<file path="src/rtl/cell_plotter.sv">
// cell_plotter: turns a latched Life cell (column, row, colour) into the 16
// pixel writes of its 4x4 block for the VGA adapter, and also provides a
// full-screen clear sweep in raster order. All outputs are registered.
module cell_plotter #(
    parameter int GRID_COLS = 40,
    parameter int GRID_ROWS = 30
) (
    input  logic       clock,
    input  logic       reset,
    input  logic       ldX,
    input  logic       ldY,
    input  logic       draw,
    input  logic       clear,
    input  logic [6:0] data_in,
    input  logic [2:0] colour_in,
    output logic [7:0] x_out,
    output logic [6:0] y_out,
    output logic [2:0] colour_out,
    output logic       plot,
    output logic       busy,
    output logic       done
);

    localparam logic [5:0] COL_MAX = 6'(GRID_COLS - 1);
    localparam logic [4:0] ROW_MAX = 5'(GRID_ROWS - 1);
    localparam logic [7:0] X_MAX   = 8'(GRID_COLS * 4 - 1);
    localparam logic [6:0] Y_MAX   = 7'(GRID_ROWS * 4 - 1);

    typedef enum logic [1:0] {
        IDLE  = 2'd0,
        PLOT  = 2'd1,
        CLEAR = 2'd2,
        DONE  = 2'd3
    } state_t;

    state_t     state, next_state;

    logic [5:0] col;
    logic [4:0] row;
    logic       draw_q, clear_q;
    logic       draw_start, clear_start;

    logic [7:0] base_x, next_base_x;
    logic [6:0] base_y, next_base_y;
    logic [2:0] col_lat, next_col_lat;
    logic [3:0] pcnt, next_pcnt;
    logic [7:0] cx, next_cx;
    logic [6:0] cy, next_cy;

    logic [7:0] next_x;
    logic [6:0] next_y;
    logic [2:0] next_colour;
    logic       next_plot, next_busy, next_done;

    assign draw_start  = draw & ~draw_q;
    assign clear_start = clear & ~clear_q;

    // Capture the cell coordinates from the switches, clamped onto the grid.
    always_ff @(posedge clock) begin
        if (reset) begin
            col <= '0;
            row <= '0;
        end else begin
            if (ldX) begin
                col <= (data_in[5:0] > COL_MAX) ? COL_MAX : data_in[5:0];
            end
            if (ldY) begin
                row <= (data_in[4:0] > ROW_MAX) ? ROW_MAX : data_in[4:0];
            end
        end
    end

    // Remember last draw/clear levels so only rising edges start sequences.
    always_ff @(posedge clock) begin
        if (reset) begin
            draw_q  <= 1'b0;
            clear_q <= 1'b0;
        end else begin
            draw_q  <= draw;
            clear_q <= clear;
        end
    end

    // Next-state, counter and pixel-output decode for the plot/clear FSM.
    always_comb begin
        next_state   = state;
        next_base_x  = base_x;
        next_base_y  = base_y;
        next_col_lat = col_lat;
        next_pcnt    = pcnt;
        next_cx      = cx;
        next_cy      = cy;
        next_x       = x_out;
        next_y       = y_out;
        next_colour  = colour_out;
        next_plot    = 1'b0;
        next_done    = 1'b0;

        case (state)
            IDLE: begin
                if (clear_start) begin
                    next_state = CLEAR;
                    next_cx    = '0;
                    next_cy    = '0;
                end else if (draw_start) begin
                    next_state   = PLOT;
                    next_pcnt    = '0;
                    next_base_x  = {2'b00, col} << 2;
                    next_base_y  = {2'b00, row} << 2;
                    next_col_lat = colour_in;
                end
            end
            PLOT: begin
                next_plot   = 1'b1;
                next_x      = base_x + {6'd0, pcnt[1:0]};
                next_y      = base_y + {5'd0, pcnt[3:2]};
                next_colour = col_lat;
                next_pcnt   = pcnt + 4'd1;
                if (pcnt == 4'd15) begin
                    next_state = DONE;
                end
            end
            CLEAR: begin
                next_plot   = 1'b1;
                next_x      = cx;
                next_y      = cy;
                next_colour = 3'd0;
                if (cx == X_MAX) begin
                    next_cx = '0;
                    if (cy == Y_MAX) begin
                        next_cy    = '0;
                        next_state = DONE;
                    end else begin
                        next_cy = cy + 7'd1;
                    end
                end else begin
                    next_cx = cx + 8'd1;
                end
            end
            DONE: begin
                next_done  = 1'b1;
                next_state = IDLE;
            end
            default: begin
                next_state = IDLE;
            end
        endcase

        next_busy = (next_state == PLOT) || (next_state == CLEAR);
    end

    // State, counters and registered VGA outputs.
    always_ff @(posedge clock) begin
        if (reset) begin
            state      <= IDLE;
            base_x     <= '0;
            base_y     <= '0;
            col_lat    <= '0;
            pcnt       <= '0;
            cx         <= '0;
            cy         <= '0;
            x_out      <= '0;
            y_out      <= '0;
            colour_out <= '0;
            plot       <= 1'b0;
            busy       <= 1'b0;
            done       <= 1'b0;
        end else begin
            state      <= next_state;
            base_x     <= next_base_x;
            base_y     <= next_base_y;
            col_lat    <= next_col_lat;
            pcnt       <= next_pcnt;
            cx         <= next_cx;
            cy         <= next_cy;
            x_out      <= next_x;
            y_out      <= next_y;
            colour_out <= next_colour;
            plot       <= next_plot;
            busy       <= next_busy;
            done       <= next_done;
        end
    end

endmodule
</file>
<file path="config.mk">
export PLATFORM = sky130hd
export DESIGN_NAME = cell_plotter
export DESIGN_NICKNAME = d
export VERILOG_FILES = /design/src/rtl/cell_plotter.sv
export SDC_FILE = /design/constraint.sdc
export NUM_CORES = 1
export LEC_CHECK = 0
export BUFFER_PORTS_ARGS = -buffer_cell sky130_fd_sc_hd__buf_2
export CAP_MARGIN = 30
export CORE_ASPECT_RATIO = 0.75
export CORE_UTILIZATION = 59
export DETAILED_ROUTE_END_ITERATION = 8
export HOLD_SLACK_MARGIN = 0.08
export PLACE_DENSITY = 0.81
export SETUP_SLACK_MARGIN = 0.02
export SLEW_MARGIN = 5
export SYNTH_ARGS = -nofsm -noshare
export SYNTH_HDL_FRONTEND = slang
export SYNTH_SLANG_ARGS = --single-unit
</file>
<file path="constraint.sdc">
create_clock -name clock -period 3 [get_ports clock]
set_input_delay 0.6 -clock clock [delete_from_list [all_inputs] [get_ports clock]]
set_output_delay 0.6 -clock clock [all_outputs]
set_load 0.05 [all_outputs]
</file>
=== Word level (Yosys, flattened, before mapping) ===
Cells that the tools add are included.

* Equality and inequality tests: 12
* $lt $le $gt $ge: 2
* Bitwise gates (word level): 5
* $add $sub $neg: 5
* Mux-type cells: 23
* Reduce and logical (&&, ||, !) cells: 10

{| class="wikitable"
|+ Operator list
! kind !! number
|-
| $pmux 8 s2 || 2
|-
| $pmux 7 s2 || 2
|-
| $mux 7 || 3
|-
| $mux 8 || 2
|-
| $mux 2 || 5
|-
| $reduce_and 3->1 || 3
|-
| $add 8x1->8 const B || 1
|-
| $add 8x2->8 || 1
|-
| $eq 8x8->1 const B || 1
|-
| $mux 4 || 2
|-
| $ne 2x2->1 const B || 4
|-
| $pmux 2 s4 || 1
|-
| $pmux 4 s2 || 1
|-
| $add 7x1->7 const B || 1
|-
| $add 7x2->7 || 1
|-
| $eq 7x7->1 const B || 1
|-
| $eq 2x2->1 const B || 3
|-
| $gt 6x6->1 const B || 1
|-
| $mux 6 || 1
|-
| $pmux 3 s2 || 1
|-
| $reduce_bool 2->1 || 3
|-
| $gt 5x5->1 const B || 1
|-
| $mux 5 || 1
|-
| $add 4x1->4 const B || 1
|-
| other kinds (9) || 14
|}

* Input bits: 16
* Register bits: 69
* Word-level logic and storage cells: 74
* Output and inout port bits: 21

=== Depth between registers and ports, before layout ===
* Depth after elaboration: 7
* Depth in mapped cells: 8
* Depth with buffers taken out: 6

=== Worst setup path before layout ===
No wires, ideal clock.

* Path type: reg-to-reg
* Start point: register state[0]
* End point: register cy[4]
* Data required time: 2.930 ns
* Cell stages (with the launch flop): 8
* Data arrival time: 1.747 ns
* Setup time: 0.070 ns
* Clock period less this slack: 1.817 ns
* Buffers on the path: 1
* Path slack: 1.183 ns
* Cells stage by stage: dfxtp_1 -> inv_1 -> ha_1 -> and2b_1 -> nor2_1 -> buf_6 -> or4_1 -> a21oi_1

* Word-level cells in the longest chain between the ends: 3
* Elaborated cells on any way between the ends: 7
* Classes of those cells: eq/ne: 3; mux: 1; reduce/logical: 3

{| class="wikitable"
|+ RTL lines
! item !! RTL line !! RTL
|-
| start, declared || 36 || <nowiki>state_t state, next_state;</nowiki>
|-
| start signal, assigned || 169 || <nowiki>state <= next_state;</nowiki>
|-
| $eq 2x2->1 or $logic_not 2->1 (tied branches) || 99 || <nowiki>case (state)</nowiki>
|-
| $ne 2x2->1 (no line) or $reduce_bool 2->1 (tied branches) || -- ||
|-
| $reduce_and 3->1 (no line) || -- ||
|-
| end signal, assigned || 175 || <nowiki>cy <= next_cy;</nowiki>
|-
| end, declared || 48 || <nowiki>logic [6:0] cy, next_cy;</nowiki>
|}

Several ways; a longest one is shown, not always the timed one.
A chain may end at the register's enable or synchronous reset.

=== Worst setup path after layout ===
* Start point: register state[0]
* End point: register cy[2]

Same word-level chain as after synthesis.

==> impl_metrics.csv <==
group,metric,value,unit
yosys,synthArstFlopShare,0,%
yosys,synth_area,3058,µm²
setup_path,cp-end-kind,"flop",
hold_path,hp-class,"flop to flop",
timing,max_slew_margin,59.39,%
setup_path,cp.arrival,2460,ps
routing,viasPerCell,5.818,
timing,hold_viol,0,
setup_path,path_max_fanout,16,
grt,antenna_found_initial,0,
layout,layout.cells.non_filler,424,
layout,antenna_cells,0,
routing,postRouteAntennaNets,0,
timing,drv_slew,0,
layout,finalNetCount,383,
clock_network,cts_inserted_buffers,9,
floorplan,die_area,5478,µm²
routing,drt-initial-drc-count,190,
grt,track_usage,25.59,%
flow_run,maxCapViolations,0,
setup_path,cp-start-kind,"flop",
clock_network,cts_tree,"done",
setup_path,slowest_stage,"or4_1",
timing,tightest_slew,609.1,ps
outcome,outcome,"complete, no violations",
floorplan,die_h,64.35,µm
routing,vias,2467,
yosys,syn-num-nets,353,
setup_path,path_class,"flop to flop",
yosys,ys_seq_elements,69,
timing,clock.fmax,0.4562,GHz
routing,first_pass_iters,4,
placement,place.gp.congestion,0.8502,
routing,routedWlPerCell,14.87,µm
grt,overflow,0,
clock_network,path_clk_slew,70,ps
yosys,ys_types,45,
yosys,synth.avg_cell_area,9.295,µm²
yosys,syn_inst,329,
power_and_ir_drop,ir_drop,0.5688,mV
grt,grt_pass1_vias,2297,
setup_path,critPathTopFamily,"simple AND/OR/NAND/NOR gates",
timing,rsz0062_at_grt,"false",
setup_path,cp.required,3270,ps
clock_network,htree_num_levels,3,
yosys,synth-seq-area-share,45.17,%
timing,fin_crit_sh,73.07,%
floorplan,num_rows,22,
timing,fin_worst_skew,8.574,ps
timing,period_needed,2192,ps
placement,port_buffers,35,
setup_path,critPathMaxStageDelay,500,ps
layout,final_common_cell,"dfxtp_1",
clock_network,clock_latency,350,ps
layout,final_cell_mix,"dfxtp_1, nor2_1, buf_2, mux2i_1, a21oi_1",
floorplan,ios,37,
floorplan,initial_utilization,62.06,%
grt,grt_pass1_wl,10800,µm
layout,drive_above_1_share,17.58,%
routing,drcViolationCount,0,
routing,wl,6304,µm
setup_path,cp_cell_sequence,"inv_1, ha_1, buf_4, and2b_1, nor2_1, buf_4, or4_1, a21oi_1",
placement,dp_hpwl,4207,µm
setup_path,critPathBufInv,3,
clock_network,cts_resized,0,
floorplan,fp.coreArea,4927,µm²
clock_network,clock_path_buffers,2,
grt,grt_start_max_net_pins,38,
yosys,ys_warn_count,0,
clock_network,root_buffer,"clkbuf_8",
power_and_ir_drop,p_leak,1.447,nW
clock_network,postCtsSetupRepairBufs,0,
power_and_ir_drop,finalPower,2.532,mW
placement,place_inst,408,
timing,setup_viol,0,
layout,area_growth_syn_to_layout,14.12,%
yosys,synth_edf_count,0,
power_and_ir_drop,powerDensity,725.6,nW/µm²
yosys,synthFlopType,"dfxtp_1",
clock_network,cts_hold_buf,0,
clock_network,cts.sinks,69,
layout,n_fill_cell,363,
timing,fin_tns_setup,0,ps
floorplan,die_x,85.13,µm
setup_path,cp_common_cell,"buf_4",
synth_stat cells, types with 2 or more instances:
| master | count | area share, % |
|---|---|---|
| dfxtp_1 | 69 | 45 |
| nor2_1 | 52 | 6.4 |
| mux2i_1 | 33 | 11 |
| a21oi_1 | 19 | 3.1 |
| a211oi_1 | 16 | 3.9 |
| clkbuf_1 | 16 | 2.0 |
| nand2b_1 | 10 | 2.0 |
| nand3b_1 | 9 | 2.2 |
| ha_1 | 8 | 3.3 |
| nand2_1 | 8 | 0.98 |
| nor2b_1 | 8 | 1.6 |
| nor3_1 | 8 | 1.3 |
| o21ai_0 | 7 | 1.1 |
| a31oi_1 | 5 | 1.0 |
| nand3_1 | 5 | 0.82 |
| and3_1 | 4 | 0.82 |
| buf_2 | 4 | 0.65 |
| inv_1 | 4 | 0.49 |
| o31ai_1 | 4 | 0.98 |
| or4_1 | 4 | 0.98 |
| a32oi_1 | 3 | 0.86 |
| xor2_1 | 3 | 0.86 |
| and2_1 | 2 | 0.41 |
| buf_6 | 2 | 0.74 |
| nand4_1 | 2 | 0.41 |
| o21bai_1 | 2 | 0.49 |
| o41ai_1 | 2 | 0.57 |
| or3_1 | 2 | 0.41 |
| or4b_1 | 2 | 0.65 |
report_power, final:
part           internal [mW]  leakage [nW]  switching (mW)
Clock                  0.552         0.116           0.349
Combinational          0.185         0.768           0.411
Sequential             0.992         0.563          0.0424
Total                   1.73          1.45           0.803
logic make-up (layout without fill, tap and decap cells):
logic type	Yosys count	after routing	share of synthesized area, %
adders and majority gates	8	8	3.273
muxes	34	34	11.17
and+or+nand+nor	123	123	21.11
buffers and inverters	26	61	3.846
DFF	69	69	45.17
xor gates and xnor gates	3	3	0.8594
AOI/OAI and AO/OA	66	66	14.57
sequential cells by signal, indices dropped and copies added, names as in the netlist, 5 cells and up:
| register | count |
|---|---|
| cy | 7 |
| y_out | 7 |
| row | 5 |
| base_x | 6 |
| base_y | 5 |
| col | 6 |
| x_out | 8 |
| cx | 8 |
worst min-delay path, stage by stage, from the launching register on:
cell and delay (ps):
dfxtp_1 310, nand2b_1 60, a21oi_1 50
through the flow:
step / setup WS (ps) / area, µm² / hold slack (ps) / utilization [%]
6_report: 808.0 / 3490 / 476.0 / 70.82
2_1_floorplan: 1183 / 3058 / 445.5 / -
3_3_place_gp: 924.3 / 3251 / 451.4 / 65.97
4_1_cts: 806.7 / 3490 / 470.1 / 70.82
3_5_place_dp: 843.9 / 3251 / 463.3 / 65.97
5_1_grt: 629.9 / 3490 / 475.9 / 70.82
per-layer routing:
metal / up-vias / GRT usage, % / wire length, µm
met4: 0 / 8.898 / 99
met5: - / 0 / 0
met2: 67 / 39.62 / 2823
met1: 1152 / 33.04 / 3000
met3: 9 / 9.173 / 380
li1: 1239 / - / -
final cells by class:
cell class | count | area, µm² | area share (%)
clock buffers | 10 | 127.6 | 3.657
well taps | 60 | 75.07 | 2.151
clock inverters | 6 | 111.4 | 3.191
multi-input cells | 234 | 1559 | 44.68
inverters | 4 | 15.01 | 0.4303
repair buffers | 41 | 220.2 | 6.310
flip-flops and latches | 69 | 1381 | 39.58
worst paths after layout:
check	start	endpoint	slack, ps	cells after the start
setup / recovery	state[0]	cy[2]	810	8
setup reg to reg	state[0]	cy[2]	810	8
hold reg to reg	colour_out[2]	colour_out[2]	480	2
hold / removal	colour_out[2]	colour_out[2]	480	2
(Power assumes the default switching activity.)
